$ cat src/rtl/cc_sched_pkg.sv
`default_nettype none
// ============================================================================
// Module  : cc_sched_pkg
// Brief   : Shared state encoding and frame constants for the CC pair scheduler.
// Revision: 1.0 - initial release
// ============================================================================
package cc_sched_pkg;

    localparam int         PAIR_SEL_W  = 2;
    localparam logic [3:0] HDR_NIBBLE  = 4'hA;
    localparam logic [7:0] TIMEOUT_IDX = 8'hFF;

    typedef logic [2:0] state_t;

    localparam state_t ST_IDLE    = 3'd0;
    localparam state_t ST_SETUP   = 3'd1;
    localparam state_t ST_LAUNCH  = 3'd2;
    localparam state_t ST_WAIT_CC = 3'd3;
    localparam state_t ST_SEND    = 3'd4;
    localparam state_t ST_DONE    = 3'd5;

endpackage
`default_nettype wire

$ cat src/rtl/cc_watchdog.sv
`default_nettype none
// ============================================================================
// Module  : cc_watchdog
// Brief   : Clear/enable up-counter that flags the last permitted CC cycle.
// Revision: 1.0 - initial release
// ============================================================================
module cc_watchdog #(
    parameter int WDOG_CYCLES = 200000
) (
    input  logic clk,
    input  logic reset_b,
    input  logic clr,
    input  logic en,
    output logic tc
);

    localparam int c_cnt_w = (WDOG_CYCLES > 1) ? $clog2(WDOG_CYCLES) : 1;
    localparam logic [c_cnt_w-1:0] c_terminal = c_cnt_w'(WDOG_CYCLES - 1);

    logic [c_cnt_w-1:0] r_count;

    assign tc = en && (r_count == c_terminal);

    // Holds at terminal so a stuck enable never wraps into a false early expiry.
    always_ff @(posedge clk or negedge reset_b) begin
        if (!reset_b) begin
            r_count <= '0;
        end else if (clr) begin
            r_count <= '0;
        end else if (en && !tc) begin
            r_count <= r_count + c_cnt_w'(1);
        end
    end

endmodule
`default_nettype wire

$ cat src/rtl/cc_pair_scheduler.sv
`default_nettype none
// ============================================================================
// Module  : cc_pair_scheduler
// Brief   : Sequences the shared CC engine over channel pairs and emits the
//           per-pair lag results as one checksummed UART frame.
// Revision: 1.0 - initial release
// ============================================================================
module cc_pair_scheduler
    import cc_sched_pkg::*;
#(
    parameter int NUM_PAIRS   = 3,
    parameter int IDX_W       = 8,
    parameter int WDOG_CYCLES = 200000
) (
    input  logic                  clk,
    input  logic                  reset_b,
    input  logic                  start,
    input  logic                  abort,
    input  logic                  cc_done,
    input  logic [IDX_W-1:0]      max_index,
    input  logic                  tx_ready,
    output logic [PAIR_SEL_W-1:0] pair_sel,
    output logic                  cc_start,
    output logic                  tx_valid,
    output logic [7:0]            tx_data,
    output logic                  busy,
    output logic                  done,
    output logic [3:0]            err_flags
);

    state_t     r_state;
    logic [2:0] r_byte_cnt;
    logic [7:0] r_csum;
    logic [7:0] r_result [4];

    logic       w_wdog_tc;
    logic       w_wdog_clr;
    logic       w_wdog_en;
    logic       w_last_pair;
    logic [7:0] w_idx_byte;
    logic [3:0] w_err_next;
    logic [7:0] w_next_byte;

    assign w_wdog_clr  = (r_state == ST_LAUNCH);
    assign w_wdog_en   = (r_state == ST_WAIT_CC);
    assign w_last_pair = (pair_sel == PAIR_SEL_W'(NUM_PAIRS - 1));
    assign w_idx_byte  = 8'(max_index);

    cc_watchdog #(
        .WDOG_CYCLES (WDOG_CYCLES)
    ) u_watchdog (
        .clk     (clk),
        .reset_b (reset_b),
        .clr     (w_wdog_clr),
        .en      (w_wdog_en),
        .tc      (w_wdog_tc)
    );

    // Header is built from the post-update flags so a timeout on the last pair
    // still shows up in the frame it belongs to.
    always_comb begin
        w_err_next = err_flags;
        if ((r_state == ST_WAIT_CC) && w_wdog_tc && !cc_done) begin
            w_err_next[pair_sel] = 1'b1;
        end
    end

    always_comb begin
        w_next_byte = r_result[r_byte_cnt[1:0]];
        if (r_byte_cnt == 3'(NUM_PAIRS)) begin
            w_next_byte = r_csum ^ tx_data;
        end
    end

    always_ff @(posedge clk or negedge reset_b) begin
        if (!reset_b) begin
            r_state    <= ST_IDLE;
            r_byte_cnt <= '0;
            r_csum     <= '0;
            for (int i = 0; i < 4; i++) begin
                r_result[i] <= '0;
            end
            pair_sel   <= '0;
            cc_start   <= 1'b0;
            tx_valid   <= 1'b0;
            tx_data    <= '0;
            busy       <= 1'b0;
            done       <= 1'b0;
            err_flags  <= '0;
        end else begin
            cc_start <= 1'b0;
            done     <= 1'b0;
            if (abort) begin
                r_state  <= ST_IDLE;
                pair_sel <= '0;
                tx_valid <= 1'b0;
                busy     <= 1'b0;
            end else begin
                case (r_state)
                    ST_IDLE: begin
                        if (start) begin
                            err_flags <= '0;
                            for (int i = 0; i < 4; i++) begin
                                r_result[i] <= '0;
                            end
                            pair_sel <= '0;
                            busy     <= 1'b1;
                            r_state  <= ST_SETUP;
                        end
                    end
                    ST_SETUP: begin
                        cc_start <= 1'b1;
                        r_state  <= ST_LAUNCH;
                    end
                    ST_LAUNCH: begin
                        r_state <= ST_WAIT_CC;
                    end
                    ST_WAIT_CC: begin
                        if (cc_done || w_wdog_tc) begin
                            r_result[pair_sel] <= cc_done ? w_idx_byte : TIMEOUT_IDX;
                            err_flags          <= w_err_next;
                            if (w_last_pair) begin
                                tx_valid   <= 1'b1;
                                tx_data    <= {HDR_NIBBLE, w_err_next};
                                r_byte_cnt <= '0;
                                r_csum     <= '0;
                                r_state    <= ST_SEND;
                            end else begin
                                pair_sel <= pair_sel + PAIR_SEL_W'(1);
                                r_state  <= ST_SETUP;
                            end
                        end
                    end
                    ST_SEND: begin
                        if (tx_ready) begin
                            r_csum <= r_csum ^ tx_data;
                            if (r_byte_cnt == 3'(NUM_PAIRS + 1)) begin
                                tx_valid <= 1'b0;
                                done     <= 1'b1;
                                r_state  <= ST_DONE;
                            end else begin
                                tx_data    <= w_next_byte;
                                r_byte_cnt <= r_byte_cnt + 3'd1;
                            end
                        end
                    end
                    ST_DONE: begin
                        busy    <= 1'b0;
                        r_state <= ST_IDLE;
                    end
                    default: begin
                        busy    <= 1'b0;
                        r_state <= ST_IDLE;
                    end
                endcase
            end
        end
    end

endmodule
`default_nettype wire

$ cat config.mk
export PLATFORM = sky130hd
export DESIGN_NAME = cc_pair_scheduler
export DESIGN_NICKNAME = d
export VERILOG_FILES = /design/src/rtl/cc_sched_pkg.sv /design/src/rtl/cc_watchdog.sv /design/src/rtl/cc_pair_scheduler.sv
export SDC_FILE = /design/constraint.sdc
export NUM_CORES = 1
export LEC_CHECK = 0
export BUFFER_PORTS_ARGS = -buffer_cell sky130_fd_sc_hd__buf_2
export CAP_MARGIN = 20
export CORE_MARGIN = 5
export CORE_UTILIZATION = 48
export DETAILED_ROUTE_END_ITERATION = 12
export GPL_TIMING_DRIVEN = 0
export PLACE_DENSITY = 0.78
export REMOVE_ABC_BUFFERS = 1
export SLEW_MARGIN = 0
export SYNTH_ARGS = -nofsm -noshare
export SYNTH_HDL_FRONTEND = slang
export SYNTH_SLANG_ARGS = --single-unit
export TNS_END_PERCENT = 100
$ cat constraint.sdc
create_clock -name clk -period 3.15 [get_ports clk]
set_input_delay 0 -clock clk [delete_from_list [all_inputs] [get_ports clk]]
set_output_delay 0 -clock clk [all_outputs]
set_load 0.05 [all_outputs]
==> results list <==
- Result of the run: complete, no violations
* Number of synthesized flops with an enable pin: 0
* Main flop type after synthesis: dfrtp_1
- Counting every instance in the synthesized netlist gives 419.
* TNS Setup: 0 ns
- Total of max-cap violations: 0
- At the worst endpoint, the required time is 3.44 ns.
- The repair_antennas step left the layout with diodes totalling 0.
* Count of final setup violators: 0
- The synthesized netlist devotes 2.33% of its cell area to adder and majority cells.
- The library cells used most frequently in the layout, excluding fill and tap cells, are dfrtp_1 (82), o21ai_0 (33), buf_2 (31).
* Main combinational cell family by area after synthesis: compound AO/OA/AOI/OAI gates
- In this run the clock root is driven by a clkbuf_8.
* Element type at the critical path start: register
- The worst register-to-register path begins at u_watchdog.r_count[9].
- The number of global-route vias before repair was 3383.
- The net count of the finished layout is 466.
- The routed design could run at a clock period as short as 2.87 ns.
- Layout filler cell count: 748
- The longest clock path from root to sink contains 2 buffers.
- Port buffer count: 31
- Post-route antenna net violation count: 0
- Minimum setup slack among reg-to-reg paths: 0.28 ns
- Fraction of post-synthesis cell area in the top cell type by area: 47.8%
- Setup crit start: u_watchdog.r_count[9]
* Floorplan die height: 105 µm
* Number of placed instances with taps included: 536
* Top cells by area, synth: dfrtp_1 (48%), a32o_1 (5.6%), o21ai_0 (3.8%)
- Largest vdd supply drop: 188 µV
- The max-slew violation count came to 0.
- By startpoint and endpoint, the worst setup path is classified as reg2reg.
* Vias per cell: 6.26
- Sequential cells were found to cover 47.8% of the synthesized design area.
- Counting distinct cell types in the post-synthesis netlist gives 54.
- The area growth from synthesis to layout is 10.5%.
* Min-delay worst type: in2reg
* Routed WL per cell: 17.9 µm
- Routability-driven placement finished with a final weighted congestion of 0.832.
- The hold violation count in the final report was 0.
* Initial antenna violation count: 0
- STA classifies the critical path endpoint as a register.
* Post-synthesis mux area share: 5.28%
- Once layout is complete, the cells apart from fillers number 557.
* Proportion of register bits with asynchronous set or reset after synthesis: 100%
- For the pin with the worst max-slew slack, the measured transition is 1.07 ns.
* CTS tree: yes
- Register-to-Register Path Depth: 6
* Arrival time worst endpoint: 3.16 ns
- The layer flagged by global routing as most heavily used is met2.
- Share of the clock period used by the worst path after layout: 91.1%
* Compound-gate portion of the synthesized area: 22.0%
- Max Freq: 349 MHz
- The mapped netlist covers 4290 µm².
* Count of vias placed by the detailed router: 3485
- Normalized max-slew margin: 28.3%
- Across the routed clock network, the largest skew measured is 0.0184 ns.
- The first global-routing pass estimated 16900 µm of wire.
- In this run the horizontal extent of the chip is 105 µm.
- dfrtp_1 takes more of the synthesized area than any other cell.
* Iteration-0 DRC Markers: 316
- Dividing the synthesized area by the synthesized cell count gives 10.2 µm².
- Along the worst path, the maximum fanout reaches 15.
- Clock Sink Count: 82
* Source of the worst hold timing path: max_index[3]
* Detailed placer's ending HPWL: 6780 µm
* Met1 global-route usage: 26.5%
- Number of buffers created by CTS: 9
- Initial core utilization: 49.2%
- The H-tree was split into 3 levels.
* End of the worst register-to-register path: tx_valid
- Wires add up to 9970 µm.
- Number of warnings reported in the yosys synthesis log: 0
- Clock insertion delay at the later pin of the skew report: 0.36 ns
* Register cell area after layout: 2050 µm²
* Largest net degree at the start of global routing: 60
* Combined global-route utilization of all metal layers: 18.7%
* Worst-path clk slew: 0.09 ns
* Proportion of layout cells with a drive suffix above 1: 14.7%
- After Yosys synthesis, XOR and XNOR cells account for 1.84% of the synthesized area.
- The most critical setup path has its endpoint at tx_valid.
- For this design the static power due to leakage is 2.03 nW.
- The multi-input combinational cells in the finished layout cover a total of 2090 µm².
* Num ports: 32
- Met2 usage in global routing: 28.1%
* Setup repair after global routing missed its margin: false
- Row generation in the floorplan step produced 34 rows.
* Drt drc: 0
* Yosys reg bits: 82
* Area of the die: 10900 µm²
- Total congestion overflow: 0
- The first detailed-routing pass ran for 5 iterations.
* Commonest non-fill, non-tap cell in the layout: dfrtp_1
* Power density relative to cell area: 445 nW/µm²
- Global routing used 2.96% of the available met3 tracks.
- After floorplanning, the core was sized to cover 8720 µm².
- Fraction of the mapped netlist area in simple logic gates: 17.2%
Yosys cell counts (all sizes together), types with 3 or more instances:
cell type / n
dfrtp: 82
o211ai: 8
mux2i: 8
a31oi: 6
nand2b: 23
or3: 5
nand3: 16
a22oi: 8
a22o: 9
a21o: 3
mux2: 5
a211oi: 3
nand2: 20
clkbuf: 17
nor3: 7
and3: 5
o21ai: 35
and2: 4
a32o: 24
nor2: 31
o31ai: 6
mux4: 4
a21oi: 17
nor2b: 4
ha: 8
inv: 13
buf: 6
xor2: 7
nand4: 5
a41oi: 4
per-layer routing:
metal | share of wire, % | up-vias
met2 | 46 | 121
met3 | 5.1 | 26
met4 | 2.9 | 0
met1 | 46 | 1713
li1 | - | 1625
met5 | 0 | -
timing repair:
item	CTS	global route
setup endpoints to repair	0	28
endpoints found under the hold margin	90	0
buffers inserted	0	0
gates resized for setup	0	2
hold buffers	4	0
cell type report:
cell class	instances	share of cell area (%)
Sequential cell	82	43.3
Multi-Input combinational cell	301	44.1
Clock buffer	10	2.90
Tap cell	108	2.85
Inverter	13	1.03
Timing Repair Buffer	37	4.86
Clock inverter	6	1.00
kinds of logic (layout without fill, tap and decap cells):
| family | count (synthesis) | after routing |
|---|---|---|
| AOI/OAI and AO/OA | 131 | 131 |
| xor gates and xnor gates | 9 | 9 |
| adders and majority gates | 8 | 8 |
| buffers and inverters | 36 | 66 |
| DFF | 82 | 82 |
| muxes | 17 | 17 |
| and+or+nand+nor | 136 | 136 |
worst max-delay path, cell delays in order, from the launching register on:
cell	delay [ns]
dfrtp_1	0.44
or4b_1	0.58
or3_1	0.47
o21ai_4	0.39
a31oi_1	0.13
a211oi_1	0.22
dlygate4sd3_1	0.57
per-stage QoR:
stage / instance area, µm² / hold WS, ns / setup WS (ns) / power (mW) / util, %
2_1_floorplan: 4190 / -0.296 / 0.585 / 1.30 / -
4_1_cts: 4730 / 0.0284 / 0.136 / 2.11 / 54.2
6_report: 4740 / 0.0519 / 0.281 / 2.11 / 54.3
5_1_grt: 4740 / 0.0577 / 0.0622 / 2.19 / 54.3
3_5_place_dp: 4510 / -0.0676 / 0.148 / 1.40 / 51.7
3_3_place_gp: 4480 / 0.233 / 0.191 / 1.38 / 51.3
state kept, by name, indices dropped and copies added (netlist names):
signal,count
busy,1
cc_start,1
done,1
err_flags,4
pair_sel,2
r_byte_cnt,3
r_csum,8
r_result,32
r_state,3
tx_data,8
tx_valid,1
u_watchdog.r_count,18
power breakdown:
part           switching (mW)  internal (mW)  leakage, nW  total [mW]
logic                   0.167         0.0844        0.814       0.251
registers              0.0454           1.09         1.12        1.13
clock network           0.408          0.318       0.0989       0.725
total                   0.620           1.49         2.03        2.11
worst min path at each step:
stage / to / slack (ns) / cells after the start
finish: r_result[11] / 0.05 / 3
global route: r_result[14] / 0.06 / 3
CTS: r_result[9] / 0.03 / 3
detailed placement: u_watchdog.r_count[15] / -0.07 / 1
global placement: tx_valid / 0.23 / 2
floorplan: busy / -0.30 / 0
Power figures use the tool's default switching activity.
